`config.mk`:
```
export PLATFORM = sky130hd
export DESIGN_NAME = iguana_gpio_debounce
export DESIGN_NICKNAME = d
export VERILOG_FILES = /design/src/rtl/iguana_pkg.sv /design/src/rtl/iguana_gpio_db_chan.sv /design/src/rtl/iguana_gpio_debounce.sv
export SDC_FILE = /design/constraint.sdc
export NUM_CORES = 1
export LEC_CHECK = 0
export CAP_MARGIN = 15
export CORE_AREA = 2 2 184 186
export DETAILED_ROUTE_END_ITERATION = 8
export DIE_AREA = 0 0 186 188
export PLACE_DENSITY = 0.79
export SLEW_MARGIN = 10
export SYNTH_ARGS = -nofsm -noshare
export SYNTH_HDL_FRONTEND = slang
export SYNTH_SLANG_ARGS = --single-unit
```
`constraint.sdc`:
```
create_clock -name clk_i -period 3.3 [get_ports clk_i]
set_input_delay 0.99 -clock clk_i [delete_from_list [all_inputs] [get_ports clk_i]]
set_output_delay 0.99 -clock clk_i [all_outputs]
set_load 0.01 [all_outputs]
```
`src/rtl/iguana_pkg.sv`:
```
// Shared constants and types for the iguana SoC GPIO input path.
package iguana_pkg;

    localparam int unsigned IguanaGpioNum        = 12;
    localparam int unsigned IguanaGpioDbCntWidth = 16;
    localparam int unsigned IguanaGpioGlitchW    = 8;

    typedef enum logic {
        GpioDbStable,
        GpioDbCheck
    } gpio_db_state_e;

endpackage

```
`src/rtl/iguana_gpio_db_chan.sv`:
```
// One GPIO pin: synchronizer, debounce FSM, edge pulses, optional glitch count.
// Glitch counter is built only when IGUANA_GPIO_GLITCH_CNT_EN is defined.
module iguana_gpio_db_chan
    import iguana_pkg::*;
#(
    parameter int unsigned CntWidth   = IguanaGpioDbCntWidth,
    parameter int unsigned SyncStages = 2
) (
    input  logic                         clk_i,
    input  logic                         rst_i,
    input  logic                         en_i,
    input  logic [CntWidth-1:0]          cycles_i,
    input  logic                         pad_i,
    input  logic                         clr_i,
    output logic                         gpio_o,
    output logic                         rise_o,
    output logic                         fall_o,
    output logic [IguanaGpioGlitchW-1:0] glitch_cnt_o
);

    logic [SyncStages-1:0] sync_q, sync_d;
    gpio_db_state_e        state_q, state_d;
    logic [CntWidth-1:0]   cnt_q, cnt_d;
    logic                  s_q, s_d;
    logic                  rise_q, rise_d;
    logic                  fall_q, fall_d;
    logic                  sync;
    logic                  glitch;

    assign sync   = sync_q[SyncStages-1];
    assign sync_d = {sync_q[SyncStages-2:0], pad_i};

    always_ff @(posedge clk_i) begin
        if (rst_i) begin
            sync_q  <= '0;
            state_q <= GpioDbStable;
            cnt_q   <= '0;
            s_q     <= 1'b0;
            rise_q  <= 1'b0;
            fall_q  <= 1'b0;
        end else begin
            sync_q  <= sync_d;
            state_q <= state_d;
            cnt_q   <= cnt_d;
            s_q     <= s_d;
            rise_q  <= rise_d;
            fall_q  <= fall_d;
        end
    end

    // Accept at cnt==D, so the counter never needs to wrap.
    always_comb begin
        state_d = state_q;
        cnt_d   = cnt_q;
        s_d     = s_q;
        glitch  = 1'b0;
        if (!en_i) begin
            state_d = GpioDbStable;
            cnt_d   = '0;
            s_d     = sync;
        end else begin
            unique case (state_q)
                GpioDbStable: begin
                    if (sync != s_q) begin
                        state_d = GpioDbCheck;
                        cnt_d   = '0;
                    end
                end
                GpioDbCheck: begin
                    if (sync == s_q) begin
                        state_d = GpioDbStable;
                        cnt_d   = '0;
                        glitch  = 1'b1;
                    end else if (cnt_q >= cycles_i) begin
                        state_d = GpioDbStable;
                        cnt_d   = '0;
                        s_d     = ~s_q;
                    end else begin
                        cnt_d = cnt_q + CntWidth'(1);
                    end
                end
                default: begin
                    state_d = GpioDbStable;
                    cnt_d   = '0;
                end
            endcase
        end
        rise_d = s_d & ~s_q;
        fall_d = ~s_d & s_q;
    end

    always_comb begin
        gpio_o = s_q;
        rise_o = rise_q;
        fall_o = fall_q;
    end

`ifdef IGUANA_GPIO_GLITCH_CNT_EN
    logic [IguanaGpioGlitchW-1:0] gcnt_q, gcnt_d;

    always_comb begin
        gcnt_d = gcnt_q;
        if (clr_i) begin
            gcnt_d = '0;
        end else if (glitch && (gcnt_q != '1)) begin
            gcnt_d = gcnt_q + IguanaGpioGlitchW'(1);
        end
    end

    always_ff @(posedge clk_i) begin
        if (rst_i) begin
            gcnt_q <= '0;
        end else begin
            gcnt_q <= gcnt_d;
        end
    end

    assign glitch_cnt_o = gcnt_q;
`else
    logic unused_glitch;
    assign unused_glitch = glitch ^ clr_i;
    assign glitch_cnt_o  = '0;
`endif

endmodule

```
`src/rtl/iguana_gpio_debounce.sv`:
```
// GPIO pad input conditioner: per-pin sync + debounce with shared window.
// Optional per-pin glitch counters via IGUANA_GPIO_GLITCH_CNT_EN.
module iguana_gpio_debounce
    import iguana_pkg::*;
#(
    parameter int unsigned NumGpio    = IguanaGpioNum,
    parameter int unsigned CntWidth   = IguanaGpioDbCntWidth,
    parameter int unsigned SyncStages = 2
) (
    input  logic                           clk_i,
    input  logic                           rst_i,
    input  logic                           debounce_en_i,
    input  logic [CntWidth-1:0]            debounce_cycles_i,
    input  logic [NumGpio-1:0]             gpio_pad_i,
    output logic [NumGpio-1:0]             gpio_o,
    output logic [NumGpio-1:0]             rise_o,
    output logic [NumGpio-1:0]             fall_o,
    input  logic [NumGpio-1:0]             glitch_clr_i,
    output logic [NumGpio*IguanaGpioGlitchW-1:0] glitch_cnt_o
);

    for (genvar i = 0; i < NumGpio; i++) begin : g_chan
        iguana_gpio_db_chan #(
            .CntWidth   (CntWidth),
            .SyncStages (SyncStages)
        ) u_chan (
            .clk_i        (clk_i),
            .rst_i        (rst_i),
            .en_i         (debounce_en_i),
            .cycles_i     (debounce_cycles_i),
            .pad_i        (gpio_pad_i[i]),
            .clr_i        (glitch_clr_i[i]),
            .gpio_o       (gpio_o[i]),
            .rise_o       (rise_o[i]),
            .fall_o       (fall_o[i]),
            .glitch_cnt_o (glitch_cnt_o[i*IguanaGpioGlitchW +: IguanaGpioGlitchW])
        );
    end

endmodule
```
==> flow_summary.rst <==
.. list-table::
   :header-rows: 1

   * - Metric
     - Value
   * - Status
     - finished clean
   * - Die Outline Area
     - 35000 µm²
   * - Wire length of the first global-routing pass
     - 73.9 mm
   * - Maximum clock path buffer count
     - 3
   * - Vias after detailed routing
     - 15900
   * - # H-tree levels
     - 1
   * - Type of origin of the critical path
     - primary input
   * - Share of post-route cells with drive strength above 1
     - 0.124
   * - Number of primary I/O pins
     - 175
   * - Synth top area share
     - 0.305
   * - Worst vdd rail ir drop
     - 0.000390 V
   * - Register clock-pin slew on the reported worst setup and hold paths
     - 0.06 ns
   * - Sequential cell area
     - 5290 µm²
   * - Number of fillers in the final layout
     - 2824
   * - Quantity of I/O buffers inserted on ports
     - 66
   * - Largest clock skew in the final design
     - 0.00683 ns
   * - Data required time at the worst endpoint
     - 3.72 ns
   * - Top post-synthesis cells by area
     - sky130_fd_sc_hd__dfxtp_1 30%, sky130_fd_sc_hd__ha_1 15%, sky130_fd_sc_hd__buf_4 5.8%
   * - Final setup violation count
     - 0
   * - All-layer global routing usage
     - 0.259
   * - Remaining global-route overflow
     - 0
   * - Total chip power
     - 7.59 mW
   * - Global placement routability congestion
     - 0.908
   * - Final number of hold-violating endpoints
     - 0
   * - Antenna-violating nets left
     - 0
   * - Row count
     - 67
   * - Leading cell types in the layout, fill and taps excluded
     - 264 x sky130_fd_sc_hd__dfxtp_1, 206 x sky130_fd_sc_hd__nand2_1, 204 x sky130_fd_sc_hd__ha_1
   * - N_diodes
     - 0
   * - Total of hold buffers inserted after clock tree synthesis
     - 0
   * - Average size of a mapped cell
     - 8.45 µm²
   * - Cell area power density
     - 371 nW/µm²
   * - Length of the first detailed-routing pass in iterations
     - 7
   * - Most used flip-flop cell after synthesis
     - sky130_fd_sc_hd__dfxtp_1
   * - DR iter-0 viols
     - 1016
   * - Netlist cell types
     - 82
   * - Synthesized area
     - 17400 µm²
   * - Number of instances in the synthesized netlist
     - 2054
   * - Die width
     - 186 µm
   * - Most area-hungry cell type in the Yosys netlist
     - sky130_fd_sc_hd__dfxtp_1
   * - Final critical-path required period
     - 3.26 ns
   * - Post-route fraction of the period consumed by the critical path
     - 0.987
   * - Vias in the first global route
     - 15100
   * - Hold Path Class
     - reg -> reg
   * - Routed len/inst
     - 17.1 µm
   * - Synthesis warning total
     - 0
   * - Final WL
     - 46.5 mm
   * - Tightest slew margin relative to the limit
     - 0.389
   * - Worst setup path class
     - in -> reg
   * - Antenna violations before repair
     - 0
   * - Final net count
     - 2489
   * - Standby leakage power
     - 8.95 nW
   * - Layout overhead on the synthesized area
     - 18.0%
   * - Clock tree from TritonCTS
     - built
   * - Critical path fanouts, max
     - 6
   * - Critical path arrival
     - 3.68 ns
   * - Cts bufs inserted
     - 31
   * - Endpoint class of the critical path
     - register
   * - Effective utilization at floorplan
     - 0.524
   * - Number of storage elements in the synthesis netlist
     - 264
   * - Pin count of the biggest net entering global routing
     - 61
   * - Setup repair after global routing missed its margin
     - yes
   * - Vias per std cell
     - 5.86
   * - Multi-input gate area in the final layout
     - 11100 µm²
   * - Non-filler instance count after layout
     - 2714
   * - Y dimension of the die
     - 188 µm
   * - Async set-reset flop share out of synthesis
     - 0
   * - Residual DRC count
     - 0
   * - Leading cell type in the layout, fill and taps excluded
     - sky130_fd_sc_hd__dfxtp_1
   * - Seq/Total Area, Yosys
     - 0.305
   * - Max Fclk
     - 307 MHz
   * - Number of enable flip-flop cells after synthesis
     - 0
   * - Post-detailed-placement half-perimeter wirelength
     - 33.9 mm
   * - Later-pin clock latency in the skew report
     - 0.57 ns
   * - Maxcap violations
     - 0
   * - Total placed cells including tap cells
     - 2652
   * - Max Slew Vio Count
     - 0
   * - Area inside the core boundary
     - 33100 µm²
   * - Slew @ Worst Pin
     - 0.908 ns
   * - Root buffer selected by CTS
     - sky130_fd_sc_hd__clkbuf_16
   * - CTS sink cnt
     - 264
## worst max-delay path: stages
cell                              delay [ns]
sky130_fd_sc_hd__clkdlybuf4s50_1        0.51
sky130_fd_sc_hd__clkinvlp_4             0.24
sky130_fd_sc_hd__buf_4                  0.22
sky130_fd_sc_hd__ha_1                   0.28
sky130_fd_sc_hd__and2_1                 0.18
sky130_fd_sc_hd__a221o_1                0.29
sky130_fd_sc_hd__a21o_1                 0.22
sky130_fd_sc_hd__or3_1                  0.42
sky130_fd_sc_hd__a21oi_1                0.25
sky130_fd_sc_hd__nor4b_1                0.08
## worst paths after layout
| check | cells past startpoint | slack (ns) | start | end |
|---|---|---|---|---|
| setup / recovery | 10 | 0.04 | debounce_cycles_i[10] | g_chan[6].u_chan.fall_o |
| hold / removal | 1 | 0.44 | g_chan[6].u_chan.sync_q[0] | g_chan[6].u_chan.sync_q[1] |
| setup reg to reg | 9 | 0.76 | g_chan[10].u_chan.cnt_q[0] | g_chan[10].u_chan.gpio_o |
| hold reg to reg | 1 | 0.44 | g_chan[6].u_chan.sync_q[0] | g_chan[6].u_chan.sync_q[1] |
## where the power goes
group          switching (mW)  internal [mW]
registers              0.0288           3.22
logic                   0.405          0.264
clock network            1.39           2.28
## final cells by class
type                            instances  share of cell area
Clock buffer                           44              0.0442
Clock inverter                         13             0.00972
Tap cell                              448              0.0274
Multi-Input combinational cell       1644               0.543
Inverter                               65              0.0123
Sequential cell                       264               0.258
Timing Repair Buffer                  236               0.106
## sequential cells by signal (all words and copies together), names as in the netlist
register               flops
g_chan.u_chan.cnt_q      192
g_chan.u_chan.fall_o      12
g_chan.u_chan.gpio_o      12
g_chan.u_chan.rise_o      12
g_chan.u_chan.state_q     12
g_chan.u_chan.sync_q      24
## routing by layer
metal	vias up	part of all wire	track usage	wire length (µm)
li1	7756	-	-	-
met1	7456	0.42	0.321	19300
met2	538	0.48	0.442	22100
met3	144	0.063	0.0367	2910
met4	0	0.047	0.116	2160
met5	-	0	0	0
## through the flow
step | util | setup slack, ns | hold WS, ns | setup TNS (ns) | area, µm²
after CTS | 0.612 | 0.0451 | 0.442 | 0 | 20300
after global routing | 0.618 | -0.0480 | 0.455 | -0.382 | 20500
after detailed placement | 0.579 | -0.533 | 0.428 | -70.13 | 19200
after floorplan | - | 0.163 | 0.414 | 0 | 17700
after global placement | 0.579 | -0.548 | 0.420 | -59.51 | 19200
final | 0.618 | 0.0445 | 0.435 | 0 | 20500
## cell usage after synthesis, types with 33 or more instances
master,count
sky130_fd_sc_hd__nor2_1,114
sky130_fd_sc_hd__a21o_1,60
sky130_fd_sc_hd__buf_4,133
sky130_fd_sc_hd__nand2b_1,36
sky130_fd_sc_hd__nor4_1,35
sky130_fd_sc_hd__o21ai_0,130
sky130_fd_sc_hd__nor3_1,49
sky130_fd_sc_hd__nor2b_1,33
sky130_fd_sc_hd__a21oi_1,107
sky130_fd_sc_hd__nand2_1,207
sky130_fd_sc_hd__nand4_1,49
sky130_fd_sc_hd__nand3_1,77
sky130_fd_sc_hd__dfxtp_1,264
sky130_fd_sc_hd__ha_1,204
sky130_fd_sc_hd__and3_1,51
sky130_fd_sc_hd__a31oi_1,56
sky130_fd_sc_hd__inv_1,65
## kinds of logic after synthesis
family	after synthesis	share of synthesized area
buffers and inverters	242	0.0841
other	1	0.000216
multiplexers	11	0.00642
AND/OR/NAND/NOR	776	0.235
XOR/XNOR	42	0.0229
AO/OA/AOI/OAI	514	0.199
adder cells (fa/ha/maj)	204	0.147
flip-flops	264	0.305
## repair_timing
item                                    4_1_cts  5_1_grt
endpoints found under the setup margin        0       32
gates resized for setup                       0       34
buffers inserted                              0        3
Note: power is estimated with default switching activity, not from simulation.
